==> src/rtl/mem_request_arbiter.sv <==
`default_nettype none
// ============================================================================
//  Module      : mem_request_arbiter
//  Description : Arbitrates instruction-fetch and data requests onto a single
//                req/ack memory bus. Builds byte enables and lane-replicated
//                store data, aligns and extends load data, flags misaligned
//                or illegal data accesses, aborts bus cycles on timeout and
//                stalls the core while a request is outstanding.
//  Revision    : 1.0 - initial release
// ============================================================================
module mem_request_arbiter #(
  parameter int ADDR_W  = 32,
  parameter int DATA_W  = 32,
  parameter int TIMEOUT = 16
) (
  input  logic                CLK,
  input  logic                nRST,
  // instruction fetch side
  input  logic                i_req,
  input  logic [ADDR_W-1:0]   i_addr,
  output logic [DATA_W-1:0]   i_rdata,
  output logic                i_done,
  output logic                i_err,
  // data side
  input  logic                d_req,
  input  logic                d_we,
  input  logic [1:0]          d_size,
  input  logic                d_unsigned,
  input  logic [ADDR_W-1:0]   d_addr,
  input  logic [DATA_W-1:0]   d_wdata,
  output logic [DATA_W-1:0]   d_rdata,
  output logic                d_done,
  output logic                d_err,
  // memory bus
  output logic                m_req,
  output logic                m_we,
  output logic [ADDR_W-1:0]   m_addr,
  output logic [DATA_W-1:0]   m_wdata,
  output logic [DATA_W/8-1:0] m_be,
  input  logic [DATA_W-1:0]   m_rdata,
  input  logic                m_ack,
  // core stall
  output logic                stall
);

  localparam int BE_W  = DATA_W / 8;
  localparam int CNT_W = $clog2(TIMEOUT) + 1;

  localparam logic [1:0] SIZE_BYTE = 2'b00;
  localparam logic [1:0] SIZE_HALF = 2'b01;
  localparam logic [1:0] SIZE_WORD = 2'b10;

  // Lane arithmetic below assumes a four-byte bus.
  generate
    if (DATA_W != 32) begin : g_bad_data_w
      $error("mem_request_arbiter: only DATA_W=32 is supported");
    end
    if (TIMEOUT < 2) begin : g_bad_timeout
      $error("mem_request_arbiter: TIMEOUT must be at least 2");
    end
  endgenerate

  typedef enum logic [1:0] {
    IDLE   = 2'd0,
    I_BUSY = 2'd1,
    D_BUSY = 2'd2,
    D_ERR  = 2'd3
  } state_t;

  state_t state, state_nxt;

  // last_d: 1 when the most recent grant went to the data side
  logic              last_d, last_d_nxt;
  logic [CNT_W-1:0]  cnt, cnt_nxt;
  // access attributes captured at grant, used to shape the load result
  logic [1:0]        off, off_nxt;
  logic [1:0]        size, size_nxt;
  logic              uns, uns_nxt;

  logic              m_req_nxt, m_we_nxt;
  logic [ADDR_W-1:0] m_addr_nxt;
  logic [DATA_W-1:0] m_wdata_nxt;
  logic [BE_W-1:0]   m_be_nxt;
  logic [DATA_W-1:0] i_rdata_nxt, d_rdata_nxt;
  logic              i_done_nxt, d_done_nxt, i_err_nxt, d_err_nxt;

  // decoded data request and shaped load data
  logic              d_bad;
  logic [BE_W-1:0]   d_be;
  logic [DATA_W-1:0] d_lanes;
  logic [DATA_W-1:0] rd_shift;
  logic [DATA_W-1:0] load_val;

  // arbitration
  logic              i_want, d_want, grant_i, grant_d;
  logic              timed_out;

  // fetch addresses are word aligned; their low bits carry no information
  logic              unused_ibits;
  assign unused_ibits = ^i_addr[1:0];

  // Stall while either side has a request whose completion has not yet pulsed.
  assign stall = (i_req & ~i_done) | (d_req & ~d_done);

  // A side whose done is pulsing this cycle still holds its request; mask it
  // so the same request is not granted a second time.
  assign i_want  = i_req & ~i_done;
  assign d_want  = d_req & ~d_done;
  assign grant_d = d_want & (~i_want | ~last_d);
  assign grant_i = i_want & ~grant_d;

  assign timed_out = (cnt == CNT_W'(TIMEOUT - 1));

  // Decode the incoming data request: legality, byte enables, store lanes.
  always_comb begin
    d_bad   = 1'b0;
    d_be    = '1;
    d_lanes = d_wdata;
    case (d_size)
      SIZE_BYTE: begin
        d_be    = BE_W'(1) << d_addr[1:0];
        d_lanes = {BE_W{d_wdata[7:0]}};
      end
      SIZE_HALF: begin
        d_bad   = d_addr[0];
        d_be    = BE_W'(3) << d_addr[1:0];
        d_lanes = {(BE_W/2){d_wdata[15:0]}};
      end
      SIZE_WORD: begin
        d_bad   = (d_addr[1:0] != 2'b00);
      end
      default: begin
        d_bad   = 1'b1;
      end
    endcase
  end

  // Align returning read data to bit 0, then truncate and extend by size.
  always_comb begin
    rd_shift = m_rdata >> {off, 3'b000};
    load_val = rd_shift;
    case (size)
      SIZE_BYTE: load_val = uns ? {{(DATA_W-8){1'b0}}, rd_shift[7:0]}
                                : {{(DATA_W-8){rd_shift[7]}}, rd_shift[7:0]};
      SIZE_HALF: load_val = uns ? {{(DATA_W-16){1'b0}}, rd_shift[15:0]}
                                : {{(DATA_W-16){rd_shift[15]}}, rd_shift[15:0]};
      default:   load_val = rd_shift;
    endcase
  end

  // Next-state and next-output logic for the arbitration FSM.
  always_comb begin
    state_nxt   = state;
    last_d_nxt  = last_d;
    cnt_nxt     = cnt;
    off_nxt     = off;
    size_nxt    = size;
    uns_nxt     = uns;
    m_req_nxt   = m_req;
    m_we_nxt    = m_we;
    m_addr_nxt  = m_addr;
    m_wdata_nxt = m_wdata;
    m_be_nxt    = m_be;
    i_rdata_nxt = i_rdata;
    d_rdata_nxt = d_rdata;
    i_done_nxt  = 1'b0;
    d_done_nxt  = 1'b0;
    i_err_nxt   = 1'b0;
    d_err_nxt   = 1'b0;

    case (state)
      IDLE: begin
        if (grant_d) begin
          last_d_nxt = 1'b1;
          cnt_nxt    = '0;
          off_nxt    = d_addr[1:0];
          size_nxt   = d_size;
          uns_nxt    = d_unsigned;
          if (d_bad) begin
            // illegal access never reaches the bus
            state_nxt = D_ERR;
          end else begin
            state_nxt   = D_BUSY;
            m_req_nxt   = 1'b1;
            m_we_nxt    = d_we;
            m_addr_nxt  = {d_addr[ADDR_W-1:2], 2'b00};
            m_be_nxt    = d_be;
            m_wdata_nxt = d_we ? d_lanes : '0;
          end
        end else if (grant_i) begin
          last_d_nxt  = 1'b0;
          cnt_nxt     = '0;
          state_nxt   = I_BUSY;
          m_req_nxt   = 1'b1;
          m_we_nxt    = 1'b0;
          m_addr_nxt  = {i_addr[ADDR_W-1:2], 2'b00};
          m_be_nxt    = '1;
          m_wdata_nxt = '0;
        end
      end

      I_BUSY: begin
        if (m_ack) begin
          m_req_nxt   = 1'b0;
          i_done_nxt  = 1'b1;
          i_rdata_nxt = m_rdata;
          state_nxt   = IDLE;
        end else if (timed_out) begin
          m_req_nxt   = 1'b0;
          i_done_nxt  = 1'b1;
          i_err_nxt   = 1'b1;
          i_rdata_nxt = '0;
          state_nxt   = IDLE;
        end else begin
          cnt_nxt     = cnt + CNT_W'(1);
        end
      end

      D_BUSY: begin
        if (m_ack) begin
          m_req_nxt   = 1'b0;
          d_done_nxt  = 1'b1;
          d_rdata_nxt = m_we ? '0 : load_val;
          state_nxt   = IDLE;
        end else if (timed_out) begin
          m_req_nxt   = 1'b0;
          d_done_nxt  = 1'b1;
          d_err_nxt   = 1'b1;
          d_rdata_nxt = '0;
          state_nxt   = IDLE;
        end else begin
          cnt_nxt     = cnt + CNT_W'(1);
        end
      end

      D_ERR: begin
        d_done_nxt  = 1'b1;
        d_err_nxt   = 1'b1;
        d_rdata_nxt = '0;
        state_nxt   = IDLE;
      end

      default: begin
        state_nxt = IDLE;
      end
    endcase
  end

  // State and output registers; reset clears everything immediately.
  always_ff @(posedge CLK or negedge nRST) begin
    if (!nRST) begin
      state   <= IDLE;
      last_d  <= 1'b0;
      cnt     <= '0;
      off     <= '0;
      size    <= '0;
      uns     <= 1'b0;
      m_req   <= 1'b0;
      m_we    <= 1'b0;
      m_addr  <= '0;
      m_wdata <= '0;
      m_be    <= '0;
      i_rdata <= '0;
      d_rdata <= '0;
      i_done  <= 1'b0;
      d_done  <= 1'b0;
      i_err   <= 1'b0;
      d_err   <= 1'b0;
    end else begin
      state   <= state_nxt;
      last_d  <= last_d_nxt;
      cnt     <= cnt_nxt;
      off     <= off_nxt;
      size    <= size_nxt;
      uns     <= uns_nxt;
      m_req   <= m_req_nxt;
      m_we    <= m_we_nxt;
      m_addr  <= m_addr_nxt;
      m_wdata <= m_wdata_nxt;
      m_be    <= m_be_nxt;
      i_rdata <= i_rdata_nxt;
      d_rdata <= d_rdata_nxt;
      i_done  <= i_done_nxt;
      d_done  <= d_done_nxt;
      i_err   <= i_err_nxt;
      d_err   <= d_err_nxt;
    end
  end

endmodule
`default_nettype wire

==> config.mk <==
export PLATFORM = sky130hd
export DESIGN_NAME = mem_request_arbiter
export DESIGN_NICKNAME = d
export VERILOG_FILES = /design/src/rtl/mem_request_arbiter.sv
export SDC_FILE = /design/constraint.sdc
export NUM_CORES = 1
export LEC_CHECK = 0
export ABC_AREA = 0
export CAP_MARGIN = 20
export CORE_MARGIN = 2
export CORE_UTILIZATION = 44
export CTS_CLUSTER_SIZE = 40
export DETAILED_ROUTE_END_ITERATION = 6
export PLACE_DENSITY = 0.81
export SLEW_MARGIN = 30
export SYNTH_ARGS = -nofsm -noshare
export SYNTH_HDL_FRONTEND = slang
export SYNTH_SLANG_ARGS = --single-unit
==> constraint.sdc <==
create_clock -name CLK -period 2.7 [get_ports CLK]
set_clock_uncertainty 0.2 [all_clocks]
set_input_delay 0.405 -clock CLK [delete_from_list [all_inputs] [get_ports CLK]]
set_output_delay 0.405 -clock CLK [all_outputs]
set_load 0.02 [all_outputs]
==> run metrics, run 1 <==
number of CTS-inserted buffers 17; Yosys cell types 52; vias in the first global route 5,996; number of synthesized flops with an enable pin 0; largest net degree at the start of global routing 58; fin util 0.6758; part of the power in registers 0.311; Arr. time, crit path 1770 ps; synth top area cells dfrtp_1, mux2_2, a22o_1; DRT Pass-1 Iters 4; CTS Hold Bufs 1; sum of negative setup slack 0 ps; post-synth top area cell dfrtp_1; DR vias 5,824; # resized after CTS 0; port buffer count between 200 and 300; first-pass GRT wire length 32.57 mm; Crit Path Class reg2out; clock root cell clkbuf_16; # IOs roughly 280; Slew Viols, Final 0; CTS tree built; P&R area growth vs syn 51.74%; die area ~17,000 µm²; Slew HR 0.5511; postcts setup bufs 0; Synthesis Warnings 0; most frequent cell after synthesis dfrtp_1; top post-synthesis cells by count dfrtp_1, mux2_2, a22o_1; die height 130.1 µm; async set or reset register ratio after synthesis 1.000; routed len/inst 19.98 µm; largest family of logic cells by synthesized area multiplexers; max-cap violations 0; total track usage 0.2508; RSZ-0062 raised after global routing no; area share of the largest cell type after synthesis 0.5328; Syn Area/Cell 12.65 µm²; core footprint between 15,000 and 20,000 µm²; crit-path max FO 4; Hold WC Path Type reg2reg; mux contribution to synthesized area 0.1865; Main synth FF type dfrtp_1; Final Power approximately 0.012 W; Pwr Density 1129 nW/µm²; adder and majority cell fraction of the synthesized area 0.01073; # setup viols final 0; outcome finished clean; Net Sw Frac 0.3684; routed vias/inst 5.552; clock sink count 149; Synth Area in Compound Gates 0.1749; Comb pwr share 0.487; share of cells above drive strength 1 0.1657; CP startpoint kind flop; detailed placer's ending HPWL 15.53 mm; flip-flop and latch count after synthesis 149; die width approximately 130 µm; worst ir drop on vdd 677.3 µV; Initial Utilization 0.4454; WHS between 200 and 300 ps; CP endpoint kind output port; Max clock buf depth 2; simple-gate area share of the yosys netlist 0.05650; area of the mapped netlist roughly 7000 µm²; ANT cells 0; Clock Latency Late Sink 420 ps; DRT antenna net count 0; Crit path required time approximately 2100 ps; endpoints failing hold 0; H-tree depth 4; clock transition at the registers of the reported paths 60 ps; number of remaining DRC errors 0; final-stage net count between 900 and 1,000; DRT iter0 DRCs ~400; sequential area share after synthesis 0.5328; initial antenna violation count 0; Post-Synth XOR/XNOR Area 0.001252; period utilization 0.8784; switching pwr between 0.004 and 0.005 W; Clock power frac 0.202; internal power 0.007571 W; Final Wtd Congestion 0.8641; Worst-Margin Slew 673.3 ps; gr ovfl total 0; Syn Inst Count approximately 550; shortest period the worst path allows around 2400 ps; row cnt 46; leakage 4.522 nW; fmax ~0.42 GHz; final WL 20.96 mm
[through the flow]
stage                     setup slack, ps  std cells  instance area, µm²
after floorplan                     529.6        554                7002
after global placement              163.4       1016               10000
after detailed placement            93.55       1016               10000
after CTS                           316.8       1049               10620
after global routing                150.9       1049               10620
final                               328.3       1049               10620
[flip-flops by register name, indices dropped and copies added, names as in the netlist]
register,cells
off,2
d_done,1
m_wdata,32
size,2
last_d,1
cnt,5
i_err,1
m_addr,30
m_be,4
i_rdata,32
uns,1
state,2
i_done,1
m_we,1
d_err,1
m_req,1
d_rdata,32
[worst paths after layout]
| check | slack, ps | startpoint | cells after the start | end |
|---|---|---|---|---|
| setup / recovery | 330 | i_done$_DFF_PN0_ | 3 | stall |
| hold / removal | 290 | m_wdata[20]$_DFFE_PN0P_ | 1 | m_wdata[20]$_DFFE_PN0P_ |
| setup reg to reg | 340 | cnt[0]$_DFFE_PN0P_ | 7 | cnt[3]$_DFFE_PN0P_ |
| hold reg to reg | 290 | m_wdata[20]$_DFFE_PN0P_ | 1 | m_wdata[20]$_DFFE_PN0P_ |
| max in group asynchronous | 1290 | nRST | 3 | m_addr[24]$_DFFE_PN0P_ |
| min in group asynchronous | 320 | nRST | 2 | i_rdata[17]$_DFFE_PN0P_ |
[kinds of logic (layout without fill, tap and decap cells)]
| kind of cell | after synthesis | in the layout |
|---|---|---|
| buffers and inverters | 54 | 333 |
| and+or+nand+nor | 68 | 68 |
| DFF | 149 | 149 |
| muxes | 119 | 119 |
| other | 1 | 2 |
| AOI/OAI and AO/OA | 155 | 155 |
| adders and majority gates | 6 | 6 |
| xor gates and xnor gates | 1 | 1 |
[per-layer routing]
metal  GRT usage  wire length [µm]  up-vias
met4      0.1113               737        0
met5           0                 0        -
met3     0.08487              1854       46
met2      0.4204             10310      277
met1      0.2936              8060     2871
li1            -                 -     2630
[final cells by class]
type | instances | area, µm²
Clock buffer | 17 | 425.4
Clock inverter | 15 | 180.2
Fill cell | 1147 | 5094
Inverter | 8 | 30.03
Multi-Input combinational cell | 351 | 3028
Sequential cell | 149 | 3729
Tap cell | 216 | 270.3
Timing Repair Buffer | 293 | 2957
[worst max-delay path: stages, from the launching register on]
cell	delay [ps]
dfrtp_1	410
nand2b_1	210
nand2_1	100
clkdlybuf4s50_1	630
[cells in the final DEF (no fill, tap or decap), types with 3 or more instances in the layout]
master	instances
inv_6	3
clkinv_2	3
dfrtp_1	149
inv_1	8
mux2i_1	40
o21ai_0	23
and3_1	3
clkbuf_16	17
buf_12	6
mux2_2	72
nand3b_1	8
and2_1	3
a221o_1	16
clkinvlp_4	3
nor2_1	11
nand2_1	19
clkinv_4	3
mux2_1	5
o2bb2ai_1	32
ha_1	6
a21oi_1	17
buf_4	15
a21o_1	3
nand3_1	5
bufinv_16	3
a22o_1	50
nor2b_1	3
clkdlybuf4s50_1	270
[power groups by stage]
stage	Combinational (W)	Clock (W)	Sequential, W
after floorplan	0.00229	0	0.00463
final	0.00583	0.00243	0.00373
after global placement	0.00573	0	0.00370
after detailed placement	0.00585	0	0.00374
after global routing	0.00620	0.00256	0.00382
after CTS	0.00587	0.00248	0.00372
Power figures use the tool's default switching activity.
==> inputs of run 2 (changes only) <==
- CAP_MARGIN: 20 -> default
- CORE_MARGIN: 2 -> default
==> run metrics, run 2 (synthesis gave the netlist of run 1 again) <==
shortest period the worst path allows 2378 ps (+6.008 ps); row cnt 45 (-2.2%); Net Sw Frac 0.3748 (+0.006421); max-cap violations 0 (unchanged); vias in the first global route 6,036 (+0.67%); routed vias/inst 5.554 (about the same); Comb pwr share 0.494 (+0.007); crit-path max FO 32 (+28); commonest non-fill, non-tap cell in the layout clkdlybuf4s50_1; DRT Pass-1 Iters 5 (+1); Clock power frac 0.187 (-0.015); port buffer count 271 (unchanged); multi-input logic area 3028 µm² (unchanged); Pwr Density 1113 nW/µm² (-1.4%); commonest cells after routing, fill and taps aside clkdlybuf4s50_1, dfrtp_1, mux2_2, a22o_1, mux2i_1; leakage 4.484 nW (-0.82%); core footprint 15,370 µm² (-2.2%); top routing layer in use met4; RSZ-0062 raised after global routing no; Max clock buf depth 2 (unchanged); Cells after DPL 1,012 (-0.39%); Initial Utilization 0.4553 (+0.009897); routed len/inst 20.02 µm (+0.19%); DRT iter0 DRCs 289 (-28%); largest net degree at the start of global routing 61 (+5.2%); r2r worst-path depth 8 (+1); Arr. time, crit path 2530 ps (+760 ps); part of the power in registers 0.318 (+0.007); internal power 0.007328 W (-3.2%); switching pwr 0.004393 W (-0.52%); gr ovfl total 0 (unchanged); P&R area growth vs syn 50.47%; total track usage 0.2573 (+0.006522); CP endpoint kind flop; Worst-Margin Slew 706.7 ps (+33.46 ps); Fillers 1,114 (-2.9%); Post-Layout Cell Count 1,044 (-0.48%); Slew Viols, Final 0 (unchanged); outcome finished clean; Worst R2R Setup Slack 320 ps (-20 ps); Hold EP d_rdata[15]$_DFFE_PN0P_; met3 routed WL 1.555 mm (-16%); setup ws final 322.3 ps (-6.008 ps); H-tree depth 4 (unchanged); sequential cell area 3729 µm² (unchanged); initial antenna violation count 0 (unchanged); hold depth 1 (unchanged); number of CTS-inserted buffers 17 (unchanged); Crit Path Class reg2reg; wl on met1 8.417 mm (+4.4%); Final Wtd Congestion 0.8531 (-1.3%); CP startpoint kind flop; period utilization 0.8806 (+0.002225); Slew HR 0.5288 (-0.02231); WHS 285.5 ps (-4.168 ps); biggest regs d_rdata: 32 flops, i_rdata: 32 flops, m_wdata: 32 flops; detailed placer's ending HPWL 15.57 mm (+0.29%); die area 16,410 µm² (-3.1%); endpoints failing hold 0 (unchanged); clock transition at the registers of the reported paths 60 ps (about the same); clock root cell clkbuf_16; worst r2r src cnt[0]$_DFFE_PN0P_; final-stage net count 964 (+0.10%); first-pass GRT wire length 32.28 mm (-0.89%); DR vias 5,798 (-0.45%); # setup viols final 0 (unchanged); share of cells above drive strength 1 0.1633 (-0.002401); Worst Hold Launch d_rdata[15]$_DFFE_PN0P_; Crit path required time 2850 ps (+750 ps); DP Worst Slack 17.20 ps (-76.34 ps); CTS tree built; fmax 0.4206 GHz (-0.25%); postcts setup bufs 0 (unchanged); Hold WC Path Type reg2reg; DRT antenna net count 0 (unchanged); met2 wire length 10.50 mm (+1.9%); Clock Latency Late Sink 420 ps (about the same); # resized after CTS 0 (unchanged); die height 128.1 µm (-1.5%); die width 128.1 µm (-1.5%); Worst R2R End d_rdata[28]$_DFFE_PN0P_; # IOs 276 (unchanged); clock sink count 149 (unchanged); sum of negative setup slack 0 ps (unchanged); final WL 20.90 mm (-0.29%); number of remaining DRC errors 0 (unchanged); ANT cells 0 (unchanged); worst ir drop on vdd 800.0 µV (+18%)
-- run 2: cell types whose count changed in the layout (fill, tap and decap cells not counted) --
cell,previous run,this run
clkbuf_1,0,2
clkinv_2,3,4
bufinv_16,3,1
inv_6,3,1
buf_12,6,4
buf_4,15,18
-- run 2: timing repair --
action                                  in CTS  in global routing
hold endpoints to repair                    56                  0
hold buffers                                 1                  0
endpoints found under the setup margin       0                  0
-- run 2: worst max path at each step --
stage                               to  cells after the start  slack (ps)          startpoint
3_3_place_gp    m_wdata[7]$_DFFE_PN0P_                      5         120           d_size[0]
5_1_grt        d_rdata[21]$_DFFE_PN0P_                      8         200  cnt[0]$_DFFE_PN0P_
6_report       d_rdata[28]$_DFFE_PN0P_                      8         320  cnt[0]$_DFFE_PN0P_
2_1_floorplan  d_rdata[27]$_DFFE_PN0P_                      8         530  cnt[0]$_DFFE_PN0P_
3_5_place_dp   m_wdata[29]$_DFFE_PN0P_                      5          20           d_size[0]
4_1_cts        d_rdata[18]$_DFFE_PN0P_                      8         320  cnt[0]$_DFFE_PN0P_
-- run 2: layout make-up --
cell class,count,area share
clock buffers,19,0.04111
inverters,8,0.002852
multi-input cells,351,0.2875
repair buffers,294,0.2791
well taps,211,0.02507
clock inverters,12,0.01022
flip-flops and latches,149,0.3541
-- run 2: routing by layer --
layer,up-vias,global-route usage
met5,-,0
met3,31,0.07137
met2,249,0.4453
met1,2894,0.3066
li1,2624,-
met4,0,0.09066
-- run 2: power groups by stage --
stage	registers [W]	clock network (W)	logic, W
6_report	0.00373	0.00219	0.00579
5_1_grt	0.00383	0.00231	0.00613
4_1_cts	0.00373	0.00223	0.00583
3_5_place_dp	0.00375	0	0.00581
3_3_place_gp	0.00370	0	0.00567
2_1_floorplan	0.00463	0	0.00229
-- run 2: critical path: stages, from the launching register on --
cell     delay, ps
dfrtp_1        410
ha_1           240
and3_1         160
ha_1           220
nor2_1         330
nand2_1        120
o21ai_2         70
buf_4          340
a221o_1        220
-- run 2: through the flow --
| stage | instance area [µm²] | utilization | power (W) |
|---|---|---|---|
| 5_1_grt | 10530 | 0.6851 | 0.01228 |
| 3_5_place_dp | 9980 | 0.6492 | 0.009556 |
| 3_3_place_gp | 9980 | 0.6492 | 0.009377 |
| 6_report | 10530 | 0.6851 | 0.01172 |
| 4_1_cts | 10530 | 0.6851 | 0.01179 |
| 2_1_floorplan | 7002 | - | 0.006919 |
